[src/rtl/pwm_deadtime_ctrl_pkg.sv]
// rtl/pwm_deadtime_ctrl_pkg.sv - shared state encoding and dead-time floor for the PWM dead-time controller
package pwm_deadtime_ctrl_pkg;

   // Smallest dead time a downstream generator can load (it loads deadtime-1)
   localparam int DT_MIN = 1;

   typedef enum logic [2:0] {
      IDLE,
      STARTUP,
      RUN,
      SHUTDOWN
`ifdef FAULT_INPUT_EN
      , FAULT
`endif
   } state_e;

endpackage

[src/rtl/dt_shadow_bank.sv]
// rtl/dt_shadow_bank.sv - shadow/active dead-time banks with zero clamp and tear-free transfer
module dt_shadow_bank
   import pwm_deadtime_ctrl_pkg::*;
#(
   parameter int N_CHANNELS = 3,
   parameter int DT_WIDTH   = 16,
   parameter int DEFAULT_DT = 10,
   parameter int CH_W       = 2
) (
   input  logic                           clock,
   input  logic                           reset,
   input  logic                           cfg_valid_i,
   input  logic [CH_W-1:0]                cfg_channel_i,
   input  logic [DT_WIDTH-1:0]            cfg_deadtime_i,
   input  logic                           commit_i,
   input  logic                           sync_i,
   input  logic                           sync_mode_i,
   input  logic                           idle_mode_i,
   input  logic                           flush_i,
   input  logic                           err_clear_i,
   output logic                           cfg_ready_o,
   output logic [N_CHANNELS*DT_WIDTH-1:0] active_o,
   output logic                           update_done_o,
   output logic                           cfg_error_o
);

   localparam logic [DT_WIDTH-1:0] DT_FLOOR = DT_WIDTH'(DT_MIN);
   localparam logic [DT_WIDTH-1:0] DT_RST   = (DEFAULT_DT < DT_MIN) ? DT_FLOOR : DT_WIDTH'(DEFAULT_DT);

   logic [N_CHANNELS-1:0][DT_WIDTH-1:0] shadow_q, shadow_d;
   logic [N_CHANNELS-1:0][DT_WIDTH-1:0] active_q, active_d;
   logic pending_q, pending_d;
   logic update_done_q, update_done_d;
   logic cfg_error_q, cfg_error_d;
   logic wr, in_range, transfer;

   // The shadow bank is locked from commit until the transfer has happened
   assign cfg_ready_o   = ~pending_q;
   assign wr            = cfg_valid_i & ~pending_q;
   assign in_range      = int'(cfg_channel_i) < N_CHANNELS;
   assign transfer      = pending_q & ((sync_mode_i & sync_i) | idle_mode_i) & ~flush_i;
   assign active_o      = active_q;
   assign update_done_o = update_done_q;
   assign cfg_error_o   = cfg_error_q;

   // Next-state for shadow writes (zero clamped), bank copy, pending and error flags
   always_comb begin
      shadow_d      = shadow_q;
      active_d      = active_q;
      pending_d     = (pending_q & ~transfer) | commit_i;
      update_done_d = transfer;
      cfg_error_d   = err_clear_i ? 1'b0 : cfg_error_q;
      for (int k = 0; k < N_CHANNELS; k++) begin
         if (wr && in_range && int'(cfg_channel_i) == k) begin
            shadow_d[k] = (cfg_deadtime_i == '0) ? DT_FLOOR : cfg_deadtime_i;
         end
      end
      if (wr && !in_range) begin
         cfg_error_d = 1'b1;
      end
      if (transfer) begin
         active_d = shadow_q;
      end
      if (flush_i) begin
         pending_d = 1'b0;
      end
   end

   // Bank and flag registers
   always_ff @(posedge clock or posedge reset) begin
      if (reset) begin
         shadow_q      <= {N_CHANNELS{DT_RST}};
         active_q      <= {N_CHANNELS{DT_RST}};
         pending_q     <= 1'b0;
         update_done_q <= 1'b0;
         cfg_error_q   <= 1'b0;
      end else begin
         shadow_q      <= shadow_d;
         active_q      <= active_d;
         pending_q     <= pending_d;
         update_done_q <= update_done_d;
         cfg_error_q   <= cfg_error_d;
      end
   end

endmodule

[src/rtl/pwm_deadtime_controller.sv]
// rtl/pwm_deadtime_controller.sv - staggered-enable dead-time controller FSM; optional fault input under FAULT_INPUT_EN
module pwm_deadtime_controller
   import pwm_deadtime_ctrl_pkg::*;
#(
   parameter int N_CHANNELS  = 3,
   parameter int DT_WIDTH    = 16,
   parameter int STARTUP_GAP = 8,
   parameter int DEFAULT_DT  = 10
) (
   input  logic                                               clock,
   input  logic                                               reset,
   input  logic                                               start,
   input  logic                                               stop,
   input  logic                                               sync,
`ifdef FAULT_INPUT_EN
   input  logic                                               fault,
   input  logic                                               fault_clear,
`endif
   input  logic                                               cfg_valid,
   output logic                                               cfg_ready,
   input  logic [((N_CHANNELS > 1) ? $clog2(N_CHANNELS) : 1)-1:0] cfg_channel,
   input  logic [DT_WIDTH-1:0]                                cfg_deadtime,
   input  logic                                               commit,
   output logic [N_CHANNELS*DT_WIDTH-1:0]                     deadtime_out,
   output logic [N_CHANNELS-1:0]                              chan_enable,
   output logic                                               update_done,
   output logic                                               cfg_error
);

   localparam int CH_W  = (N_CHANNELS > 1) ? $clog2(N_CHANNELS) : 1;
   localparam int IDX_W = $clog2(N_CHANNELS + 1);
   localparam int GAP_W = $clog2(STARTUP_GAP + 1);

   state_e                state_q, state_d;
   logic [N_CHANNELS-1:0] en_q, en_d;
   logic [IDX_W-1:0]      idx_q, idx_d;
   logic [GAP_W-1:0]      cnt_q, cnt_d;
   logic                  flush;

`ifdef FAULT_INPUT_EN
   assign flush       = fault;
   assign chan_enable = en_q & {N_CHANNELS{~fault}};
`else
   assign flush       = 1'b0;
   assign chan_enable = en_q;
`endif

   // Next-state: staggered enable on start, immediate stop in STARTUP, sync-aligned stop in RUN
   always_comb begin
      state_d = state_q;
      en_d    = en_q;
      idx_d   = idx_q;
      cnt_d   = cnt_q;
      case (state_q)
         IDLE: begin
            if (start) begin
               en_d    = N_CHANNELS'(1);
               idx_d   = IDX_W'(1);
               cnt_d   = '0;
               state_d = (N_CHANNELS == 1) ? RUN : STARTUP;
            end
         end
         STARTUP: begin
            if (stop) begin
               en_d    = '0;
               state_d = IDLE;
            end else if (cnt_q == GAP_W'(STARTUP_GAP - 1)) begin
               en_d  = en_q | (N_CHANNELS'(1) << idx_q);
               idx_d = idx_q + IDX_W'(1);
               cnt_d = '0;
               if (idx_q == IDX_W'(N_CHANNELS - 1)) begin
                  state_d = RUN;
               end
            end else begin
               cnt_d = cnt_q + GAP_W'(1);
            end
         end
         RUN: begin
            if (stop) begin
               state_d = SHUTDOWN;
            end
         end
         SHUTDOWN: begin
            if (sync) begin
               en_d    = '0;
               state_d = IDLE;
            end
         end
`ifdef FAULT_INPUT_EN
         FAULT: begin
            if (fault_clear && !fault) begin
               state_d = IDLE;
            end
         end
`endif
         default: begin
            en_d    = '0;
            state_d = IDLE;
         end
      endcase
`ifdef FAULT_INPUT_EN
      if (fault) begin
         en_d    = '0;
         state_d = FAULT;
      end
`endif
   end

   // FSM, enable and stagger-counter registers
   always_ff @(posedge clock or posedge reset) begin
      if (reset) begin
         state_q <= IDLE;
         en_q    <= '0;
         idx_q   <= '0;
         cnt_q   <= '0;
      end else begin
         state_q <= state_d;
         en_q    <= en_d;
         idx_q   <= idx_d;
         cnt_q   <= cnt_d;
      end
   end

   dt_shadow_bank #(
      .N_CHANNELS (N_CHANNELS),
      .DT_WIDTH   (DT_WIDTH),
      .DEFAULT_DT (DEFAULT_DT),
      .CH_W       (CH_W)
   ) u_bank (
      .clock          (clock),
      .reset          (reset),
      .cfg_valid_i    (cfg_valid),
      .cfg_channel_i  (cfg_channel),
      .cfg_deadtime_i (cfg_deadtime),
      .commit_i       (commit),
      .sync_i         (sync),
      .sync_mode_i    (state_q == STARTUP || state_q == RUN || state_q == SHUTDOWN),
      .idle_mode_i    (state_q == IDLE),
      .flush_i        (flush),
      .err_clear_i    (start),
      .cfg_ready_o    (cfg_ready),
      .active_o       (deadtime_out),
      .update_done_o  (update_done),
      .cfg_error_o    (cfg_error)
   );

endmodule

[config.mk]
export PLATFORM = sky130hd
export DESIGN_NAME = pwm_deadtime_controller
export DESIGN_NICKNAME = d
export VERILOG_FILES = /design/src/rtl/pwm_deadtime_ctrl_pkg.sv /design/src/rtl/dt_shadow_bank.sv /design/src/rtl/pwm_deadtime_controller.sv
export SDC_FILE = /design/constraint.sdc
export NUM_CORES = 1
export LEC_CHECK = 0
export BUFFER_PORTS_ARGS = -buffer_cell sky130_fd_sc_hd__buf_2
export CORE_ASPECT_RATIO = 1.25
export CORE_UTILIZATION = 50
export CTS_BUF_LIST = sky130_fd_sc_hd__clkbuf_4 sky130_fd_sc_hd__clkbuf_8 sky130_fd_sc_hd__clkbuf_16
export CTS_CLUSTER_DIAMETER = 50
export DETAILED_ROUTE_END_ITERATION = 16
export PLACE_DENSITY_LB_ADDON = 0.3
export SLEW_MARGIN = 5
export SYNTH_ARGS = -nofsm -noshare
export SYNTH_HDL_FRONTEND = slang
export SYNTH_SLANG_ARGS = --single-unit
[constraint.sdc]
create_clock -name clock -period 3 [get_ports clock]
set_clock_uncertainty 0.1 [all_clocks]
set_input_delay 0.15 -clock clock [delete_from_list [all_inputs] [get_ports clock]]
set_output_delay 0.15 -clock clock [all_outputs]
set_load 0.005 [all_outputs]
After elaboration in Yosys (flattened, before gate mapping)
Cells that the tools add are included.
{ "op_classes": {"add_sub_neg": 2, "magnitude_cmp": 1, "n_eq_ne": 14, "shifts": 1, "n_mux": 21, "bitwise_logic": 10, "reduce_logical": 17} }
{ "ops": {"columns": ["operator", "n"], "rows": [
  ["two-way mux 3 bit", 8],
  ["case mux 3 bit (4 select lines)", 2],
  ["logical NOT 16 bit", 1],
  ["two-way mux 16 bit", 1],
  ["two-way mux 4 bit", 3],
  ["!= test 2 bit, second input constant", 5],
  ["case mux 4 bit (2 select lines)", 1],
  ["AND reduction 4 bit", 2],
  ["equality test 2 bit, second input constant", 3],
  ["equality test 3 x 2 -> 1 bit, second input constant", 2],
  ["two-way mux 2 bit", 3],
  ["!= test 3 bit, second input constant", 2],
  ["logical AND 1 bit", 5],
  ["AND reduction 5 bit", 1],
  ["adder 4 x 1 -> 4 bit, second input constant", 1],
  ["AND 1 bit", 4],
  ["equality test 4 x 3 -> 1 bit, second input constant", 1],
  ["case mux 2 bit (2 select lines)", 1],
  ["nonzero test 2 bit", 2],
  ["equality test 3 x 1 -> 1 bit, second input constant", 1],
  ["logical NOT 3 bit", 1],
  ["inverter 1 bit", 3],
  ["bitwise OR 3 bit", 1],
  ["AND reduction 3 bit", 1],
  ["8 further kinds", 11]
]} }
{ "word_totals": {"register_bits": 111, "input_bits": 25, "output_inout_bits": 54, "word_cells": 79} }

Logic depth before layout (Yosys ltp)
Gate-level depths: netlist of the first run.
{ "depth": {"word_depth": 9, "mapped_depth": 5} }

Cells and area by module
From an unflattened synthesis of the first run, not the netlist that was laid out.
{ "hier_totals": {"hier_cells": 285, "area_unflattened_um2": 4480.5} }
{ "modules_own_cells": {"columns": ["module", "n_inst", "cells_per_inst", "area_per_inst_um2", "seq_area_each_um2"], "rows": [
  ["dt_shadow_bank", 1, 224, 3789.9, 2492.4],
  ["pwm_deadtime_controller", 1, 61, 690.7, 275.3]
]} }

Least setup slack after synthesis of the first run
No wires, ideal clock.
{ "synth_path": {"kind": "reg2reg", "start": "register cnt_q[0]", "end": "register en_q[1], in the netlist chan_enable[1]", "setup_time_ns": 0.124, "arrival_time_ns": 1.438, "required_time_ns": 2.776, "setup_slack_ns": 1.338, "stages_incl_launch_ff": 6, "path_buffers": 0, "synth_period_minus_slack_ns": 1.662, "cell_sequence": "dfrtp_1 -> ha_1 -> and3b_1 -> or3_1 -> a31oi_1 -> nor3_1"} }
{ "synth_between": {"elab_chain_len": 3} }
{ "synth_lines": {"columns": ["element", "line_no", "text"], "rows": [
  ["from (decl)", "pwm_deadtime_controller.sv:37", "logic [GAP_W-1:0] cnt_q, cnt_d;"],
  ["from (signal assigned)", "pwm_deadtime_controller.sv:120", "cnt_q <= cnt_d;"],
  ["equality test 4 x 3 -> 1 bit", "pwm_deadtime_controller.sv:67", "end else if (cnt_q == GAP_W'(STARTUP_GAP - 1)) begin"],
  ["!= test 3 bit (no line)", null, null],
  ["AND reduction 4 bit (no line)", null, null],
  ["to (signal assigned)", "pwm_deadtime_controller.sv:118", "en_q <= en_d;"],
  ["to (decl)", "pwm_deadtime_controller.sv:35", "logic [N_CHANNELS-1:0] en_q, en_d;"]
]} }
No other way between the ends.
A chain may end at the register's enable or synchronous reset.

Worst setup path in the final report of the first run
{ "layout_path": {"start": "register state_q[1]", "end": "register u_bank.active_q (netlist bit u_bank.active_o[22])"} }
{ "layout_between": {"elab_chain_len": 6, "elab_cells_between_ends": 9, "cone_classes": "3 x eq/ne; 3 x bitwise; 3 x reduce/logical"} }
{ "layout_lines": {"columns": ["element", "line_no", "text"], "rows": [
  ["from (decl)", "pwm_deadtime_controller.sv:34", "state_e state_q, state_d;"],
  ["from (signal assigned)", "pwm_deadtime_controller.sv:117", "state_q <= state_d;"],
  ["equality test 3 x 1 -> 1 bit or equality test 3 x 2 -> 1 bit (tied branches)", "pwm_deadtime_controller.sv:137", ".sync_mode_i (state_q == STARTUP || state_q == RUN || state_q == SHUTDOWN),"],
  ["logical OR 1 bit (2 in series)", "pwm_deadtime_controller.sv:137", null],
  ["AND 1 bit", "dt_shadow_bank.sv:41", "assign transfer = pending_q & ((sync_mode_i & sync_i) | idle_mode_i) & ~flush_i;"],
  ["bitwise OR 1 bit *", "dt_shadow_bank.sv:41", null],
  ["AND 1 bit *", "dt_shadow_bank.sv:41", null],
  ["to (signal assigned)", "dt_shadow_bank.sv:73", "active_q <= {N_CHANNELS{DT_RST}};"],
  ["to (signal assigned)", "dt_shadow_bank.sv:79", "active_q <= active_d;"],
  ["to (decl)", "dt_shadow_bank.sv:31", "logic [N_CHANNELS-1:0][DT_WIDTH-1:0] active_q, active_d;"]
]} }
Mark *: on every way between the ends. The rest lies on a longest branch, timed or not.

==> results of run 1 <==
[critical path, stage by stage (launching register included)]
cell     delay (ps)
dfrtp_1         560
nor2_1          170
o21ai_4         130
buf_4           530
mux2_2          410
[state kept, by name, summed over array words and instances, names as in the netlist, 2 cells and up]
signal	cells
u_bank.active_o	48
u_bank.shadow_q	48
cnt_q	4
chan_enable	3
idx_q	2
state_q	2
[per-stage QoR]
step,cells,hold slack (ps)
2_1_floorplan,290,146
3_3_place_gp,483,252
3_5_place_dp,483,249
4_1_cts,519,3.84
5_1_grt,520,39.6
6_report,520,41.3
[layer usage]
layer	up-vias	global-route usage [%]	routed length, um	share of wire [%]
met2	56	33.5	4320	52
met1	1370	24.5	3650	44
met4	0	5.71	65	0.78
met3	7	4.46	281	3.4
li1	1243	-	-	-
met5	-	0	0	0
[power by group]
part,internal [uW],switching [uW],total [uW]
Combinational,586,369,955
Clock,389,485,874
Sequential,1960,246,2210
Total,2940,1100,4040
[final cells by class]
type | count | area [um^2] | share of cell area (%)
Clock inverter | 7 | 72.6 | 1.36
Sequential cell | 110 | 2770 | 51.7
Inverter | 9 | 37.5 | 0.701
Multi-Input combinational cell | 161 | 1570 | 29.2
Clock buffer | 9 | 124 | 2.31
Timing Repair Buffer | 104 | 638 | 11.9
Tap cell | 120 | 150 | 2.80
[cell usage in the layout, fill, tap and decap left out, types with 3 or more instances in the layout]
master and count:
a21oi_1 7, a31oi_1 3, buf_2 78, buf_4 5, clkbuf_8 9, clkinvlp_4 3, dfrtp_1 98, dfstp_2 12
dlygate4sd3_1 21, ha_1 4, inv_1 8, mux2_2 83, mux2_4 8, nand2_1 7, nand2b_1 4, nor2_1 6
nor3_1 5, nor4_1 3, o21ai_0 4
[kinds of logic after synthesis]
family,count (synthesis)
flip-flops,110
AO/OA/AOI/OAI,25
multiplexers,95
buffers and inverters,19
adder cells (fa/ha/maj),4
AND/OR/NAND/NOR,37
[worst max-delay path by stage]
stage                                           end  slack, ps  depth (start not counted)                        from
finish              u_bank.active_o[22]$_DFFE_PP0P_        920                          4      state_q[1]$_DFFE_PP0P_
global route        u_bank.active_o[38]$_DFFE_PP0P_        790                          4      state_q[1]$_DFFE_PP0P_
CTS                 u_bank.active_o[42]$_DFFE_PP0P_        940                          4      state_q[0]$_DFFE_PP0P_
detailed placement  u_bank.shadow_q[21]$_DFFE_PP0P_        960                          4  u_bank.pending_q$_DFF_PP0_
global placement    u_bank.shadow_q[21]$_DFFE_PP0P_        970                          4  u_bank.pending_q$_DFF_PP0_
floorplan                chan_enable[1]$_DFFE_PP0P_       1340                          5        cnt_q[0]$_DFFE_PP0P_
==> results_dict.tcl, run 1 <==
set metrics [dict create \
    synth-main-ff-cell "dfrtp_1" \
    final_area_um2 5360 \
    crit_path_end_kind "register" \
    ys_types 39 \
    hold_viol 0 \
    synthMuxAreaShare_pct 25.1 \
    power_density_nw_per_um2 754 \
    gp_congestion 0.865 \
    drt-initial-drc-count 93 \
    critPathRequiredTime_ps 3150 \
    worstPathMaxFanout 49 \
    grt_pass1_wl_mm 13.6 \
    vias 2676 \
    async_reset_ff_share_pct 100 \
    drive_gt1_share_pct 52.3 \
    fp.dieW_um 86.2 \
    antenna_cells 0 \
    antenna_found_initial 0 \
    ctsHoldBuffers 20 \
    relSlewSlack_pct 40.0 \
    die_y_um 107 \
    grt_pass1_vias 2807 \
    drtPass1Iterations 4 \
    h-tree-depth 3 \
    ys_seq_elements 110 \
    groute.usage.overall_pct 19.5 \
    rsz0062_at_grt "no" \
    post_cts_buffers 0 \
    path_class "register to register" \
    syn-num-nets 319 \
    synth_edf_count 0 \
    syn-instance-count 290 \
    boundaryPins 79 \
    dieArea_um2 9240 \
    dp_slack_ps 964 \
    fmax_mhz 482 \
    totalWireLength_mm 8.32 \
    cp-start-kind "register" \
    reg2reg_to "u_bank.active_o[22]$_DFFE_PP0P_" \
    final.fill_count 707 \
    viasPerCell 5.15 \
    cts_tree "yes" \
    synth_top_area_share_pct 55.4 \
    hp-start "cfg_deadtime[0]" \
    ctsResizeCount 0 \
    core-area_um2 8650 \
    cts.clk_slew.worst_paths_ps 100 \
    synth-adder-area-share_pct 1.13 \
    yosys_warnings 0 \
    synth_simple_gate_area_share_pct 5.34 \
    cts_root_buffer "clkbuf_8" \
    arrival_ps 2230 \
    worstRegToRegCells 4 \
    rows 38 \
    clkLatencyLatePin_ps 360 \
    synth_area_um2 4430 \
    totalPowerFinal_uw 4040 \
    synth_top_cell_by_area "dfrtp_1" \
    drv_slew 0 \
    outcome "complete, no violations" \
    synth_area_leaders "dfrtp_1 (55%), mux2_2 (21%), dfstp_2 (7.1%)" \
    period_minus_slack_ps 2080 \
    hold-path-cell-count 3 \
    ys_seq_area_share_pct 62.5 \
    postSynthAreaPerCell_um2 15.3 \
    synth_top_family_by_area "multiplexers" \
    layout_setup_ws_ps 925 \
    rr_startpoint "state_q[1]$_DFFE_PP0P_" \
    setup_viol 0 \
    wl_per_cell_um 16.0 \
    hold_path.class "primary input to register" \
    final_util_pct 61.9 \
    portBuffers 78 \
    fin_crit_sh_pct 69.2 \
    fin_tns_setup_ps 0 \
    nNetsFinal 424 \
    initial_utilization_pct 51.2 \
    placed_cell_area_um2 4950 \
    drv_cap 0 \
    grt_max_degree 59 \
    synth-compound-area-share_pct 3.65 \
    drc 0 \
    synth.most_common_cell "dfrtp_1" \
    rrSetupSlack_ps 920 \
    hold_end "u_bank.shadow_q[0]$_DFFE_PP0P_" \
    syn2layout_area_growth_pct 21.0 \
    worstMarginPinSlew_ps 896 \
    post-dp-hpwl_mm 5.53 \
    drtAntennaViolNets 0 \
    leakage_uw 0.00248 \
    synth_xor_area_share_pct 0 \
    netlist_top_cells_count "dfrtp_1 (98), mux2_2 (83), dfstp_2 (12), inv_1 (9), mux2_4 (8)" \
    numCtsBuffers 9 \
    clk_path_buf_depth 2 \
    vdd_drop_max_mv 0.382 \
    grt_overflow 0 \
    cts.sinks 110 \
]
No activity file was read; power rests on OpenSTA's default activity.
==> run 2: changes to the inputs <==
--- a/config.mk
+++ b/config.mk
@@ -5,9 +5,10 @@
 export SDC_FILE = /design/constraint.sdc
 export NUM_CORES = 1
 export LEC_CHECK = 0
+export ABC_AREA = 1
 export BUFFER_PORTS_ARGS = -buffer_cell sky130_fd_sc_hd__buf_2
 export CORE_ASPECT_RATIO = 1.25
-export CORE_UTILIZATION = 50
+export CORE_UTILIZATION = 55
 export CTS_BUF_LIST = sky130_fd_sc_hd__clkbuf_4 sky130_fd_sc_hd__clkbuf_8 sky130_fd_sc_hd__clkbuf_16
 export CTS_CLUSTER_DIAMETER = 50
 export DETAILED_ROUTE_END_ITERATION = 16
==> constraint.sdc (replaced) <==
create_clock -name clock -period 2.11 [get_ports clock]
set_clock_uncertainty 0.1 [all_clocks]
set_input_delay 0.1055 -clock clock [delete_from_list [all_inputs] [get_ports clock]]
set_output_delay 0.1055 -clock clock [all_outputs]
set_load 0.005 [all_outputs]
==> run 2 against run 1 <==
Compared with the run above: flip-flop and latch count did not move; synthesized cell count up 72%; via count increased by 30%; global-route usage is 6.2 points higher; largest power group unchanged.
==> results_dict.tcl, run 2 <==
set metrics [dict create \
    grt_max_degree 55 \
    viasPerCell 4.97 \
    fin_crit_sh_pct 87.5 \
    worst-path-buf-inv 1 \
    worstMarginPinSlew_ps 502 \
    power_frac_clock_pct 17.4 \
    cts.sinks 110 \
    vias 3490 \
    fmax_mhz 542 \
    numCtsBuffers 9 \
    ys_seq_area_share_pct 62.3 \
    drt-initial-drc-count 215 \
    drtPass1Iterations 4 \
    dieArea_um2 8440 \
    arrival_ps 2000 \
    leakage_uw 0.00295 \
    grt_pass1_vias 3369 \
    synth_area_um2 4440 \
    cp_slowest_cell "dlygate4sd3_1" \
    outcome "complete, no violations" \
    layout_common_cells "nand2_1 (234), dfrtp_1 (98), buf_2 (78)" \
    grt_overflow 0 \
    syn-num-nets 529 \
    relSlewSlack_pct 66.5 \
    worstPathMaxFanout 7 \
    power_density_nw_per_um2 1280 \
    post-dp-hpwl_mm 6.34 \
    path_class "register to register" \
    clk_path_buf_depth 2 \
    drv_cap 0 \
    nNetsFinal 631 \
    crit_path_end_kind "register" \
    syn-instance-count 500 \
    post_cts_buffers 0 \
    cts_root_buffer "clkbuf_8" \
    drive_gt1_share_pct 20.9 \
    cp_top_family "buffers and inverters" \
    ys_seq_elements 110 \
    portBuffers 78 \
    hold_viol 0 \
    wl_per_cell_um 13.7 \
    final.fill_count 642 \
    fin_tns_setup_ps 0 \
    p_sw_uw 2400 \
    drv_slew 0 \
    sequentialPowerShare_pct 51.1 \
    syn2layout_area_growth_pct 20.8 \
    die_y_um 102 \
    synth_edf_count 0 \
    worstPathCellList "nor2_1 > nand2_1 > o21ai_0 > a31oi_1 > dlygate4sd3_1" \
    vdd_drop_max_mv 0.797 \
    multi_input_area_um2 1400 \
    slowest_delay_ps 570 \
    postSynthAreaPerCell_um2 8.88 \
    hold_path.class "primary input to register" \
    critPathRequiredTime_ps 2270 \
    antenna_cells 0 \
    core-area_um2 7790 \
    switching_share_pct 35.0 \
    synth_area_leaders "dfrtp_1 (55%), nand2_1 (20%), dfstp_2 (7.1%)" \
    antenna_found_initial 0 \
    rsz0062_at_grt "no" \
    period_minus_slack_ps 1850 \
    cts.clk_slew.worst_paths_ps 90 \
    netlist_top_cells_count "nand2_1 (234), dfrtp_1 (98), o21ai_1 (52), inv_1 (32), nor2_1 (15)" \
    synth.most_common_cell "nand2_1" \
    combPwrFrac_pct 31.5 \
    synth_top_cell_by_area "dfrtp_1" \
    yosys_warnings 0 \
    totalWireLength_mm 9.60 \
    boundaryPins 79 \
    drtAntennaViolNets 0 \
    drc 0 \
    final_common_cell "nand2_1" \
    rows 36 \
    holdWs_ps 106 \
    setup_viol 0 \
    async_reset_ff_share_pct 100 \
    grt_pass1_wl_mm 16.0 \
    ys_types 23 \
    p_int_uw 4450 \
    gp_congestion 0.928 \
    cp-start-kind "register" \
    final_area_um2 5370 \
    cts_tree "yes" \
    synth-main-ff-cell "dfrtp_1" \
    clkLatencyLatePin_ps 370 \
    h-tree-depth 3 \
    fp.dieW_um 82.4 \
    initial_utilization_pct 57.0 \
    ctsResizeCount 0 \
    placed_cell_area_um2 4910 \
    groute.usage.overall_pct 25.7 \
    synth_top_area_share_pct 55.2 \
    seq_area_um2 2770 \
]
## run 2: metrics by stage
stage                     utilization [%]  setup slack (ps)  cells  power, uW
after detailed placement             63.0               566    659       5630
after global placement               63.0               603    659       5530
after global routing                 68.9               135    702       7410
after floorplan                         -               585    500       4750
final                                68.9               263    702       6850
after CTS                            68.9               338    702       6880
## run 2: repair_timing
item / 4_1_cts / 5_1_grt
hold buffers: 27 / 0
endpoints found under the hold margin: 70 / 0
endpoints found under the setup margin: 0 / 0
## run 2: final timing paths
check,startpoint,to,slack (ps),cells past startpoint
min in group asynchronous,reset,u_bank.active_o[20]$_DFFE_PP0P_,200,3
min,cfg_valid,u_bank.shadow_q[32]$_DFFE_PP0P_,110,5
max,state_q[1]$_DFFE_PP0P_,state_q[0]$_DFFE_PP0P_,260,5
min reg2reg,u_bank.shadow_q[23]$_DFFE_PP0P_,u_bank.active_o[23]$_DFFE_PP0P_,370,2
max reg2reg,state_q[1]$_DFFE_PP0P_,state_q[0]$_DFFE_PP0P_,260,5
max in group asynchronous,reset,u_bank.shadow_q[1]$_DFFE_PP1P_,1030,4
## run 2: area by class of cell
cell class / count / share of cell area [%]
sequential: 110 / 51.6
multi-input combinational: 331 / 26.2
timing repair buffer: 110 / 13.7
clock buffer: 13 / 3.10
inverter: 40 / 2.87
tap: 95 / 2.22
clock inverter: 3 / 0.350
## run 2: metal layers
metal  GRT usage [%]  vias to the layer above  share of wire, %
met2            43.1                       72                51
met5               0                        -                 0
met3            5.18                       11               3.7
met1            33.1                     1649                44
li1                -                     1758                 -
met4            8.77                        0               1.5
## run 2: power by group through the flow
| stage | clock network (uW) | logic, uW | registers (uW) |
|---|---|---|---|
| floorplan | 0 | 1270 | 3480 |
| global placement | 0 | 2030 | 3500 |
| detailed placement | 0 | 2110 | 3520 |
| CTS | 1220 | 2170 | 3490 |
| global route | 1300 | 2510 | 3600 |
| finish | 1190 | 2160 | 3500 |
## run 2: logic make-up (layout without fill, tap and decap cells)
group | Yosys count | after routing | share of synthesized area, %
and+or+nand+nor | 263 | 263 | 23.1
DFF | 110 | 110 | 62.3
AOI/OAI and AO/OA | 64 | 64 | 7.35
buffers and inverters | 59 | 166 | 6.06
adders and majority gates | 4 | 4 | 1.13
## run 2: tightest hold or removal path, stage by stage
cell     delay [ps]
buf_2           100
nand2_1         150
nor3_2           80
nand2_1          60
nand2_1          40
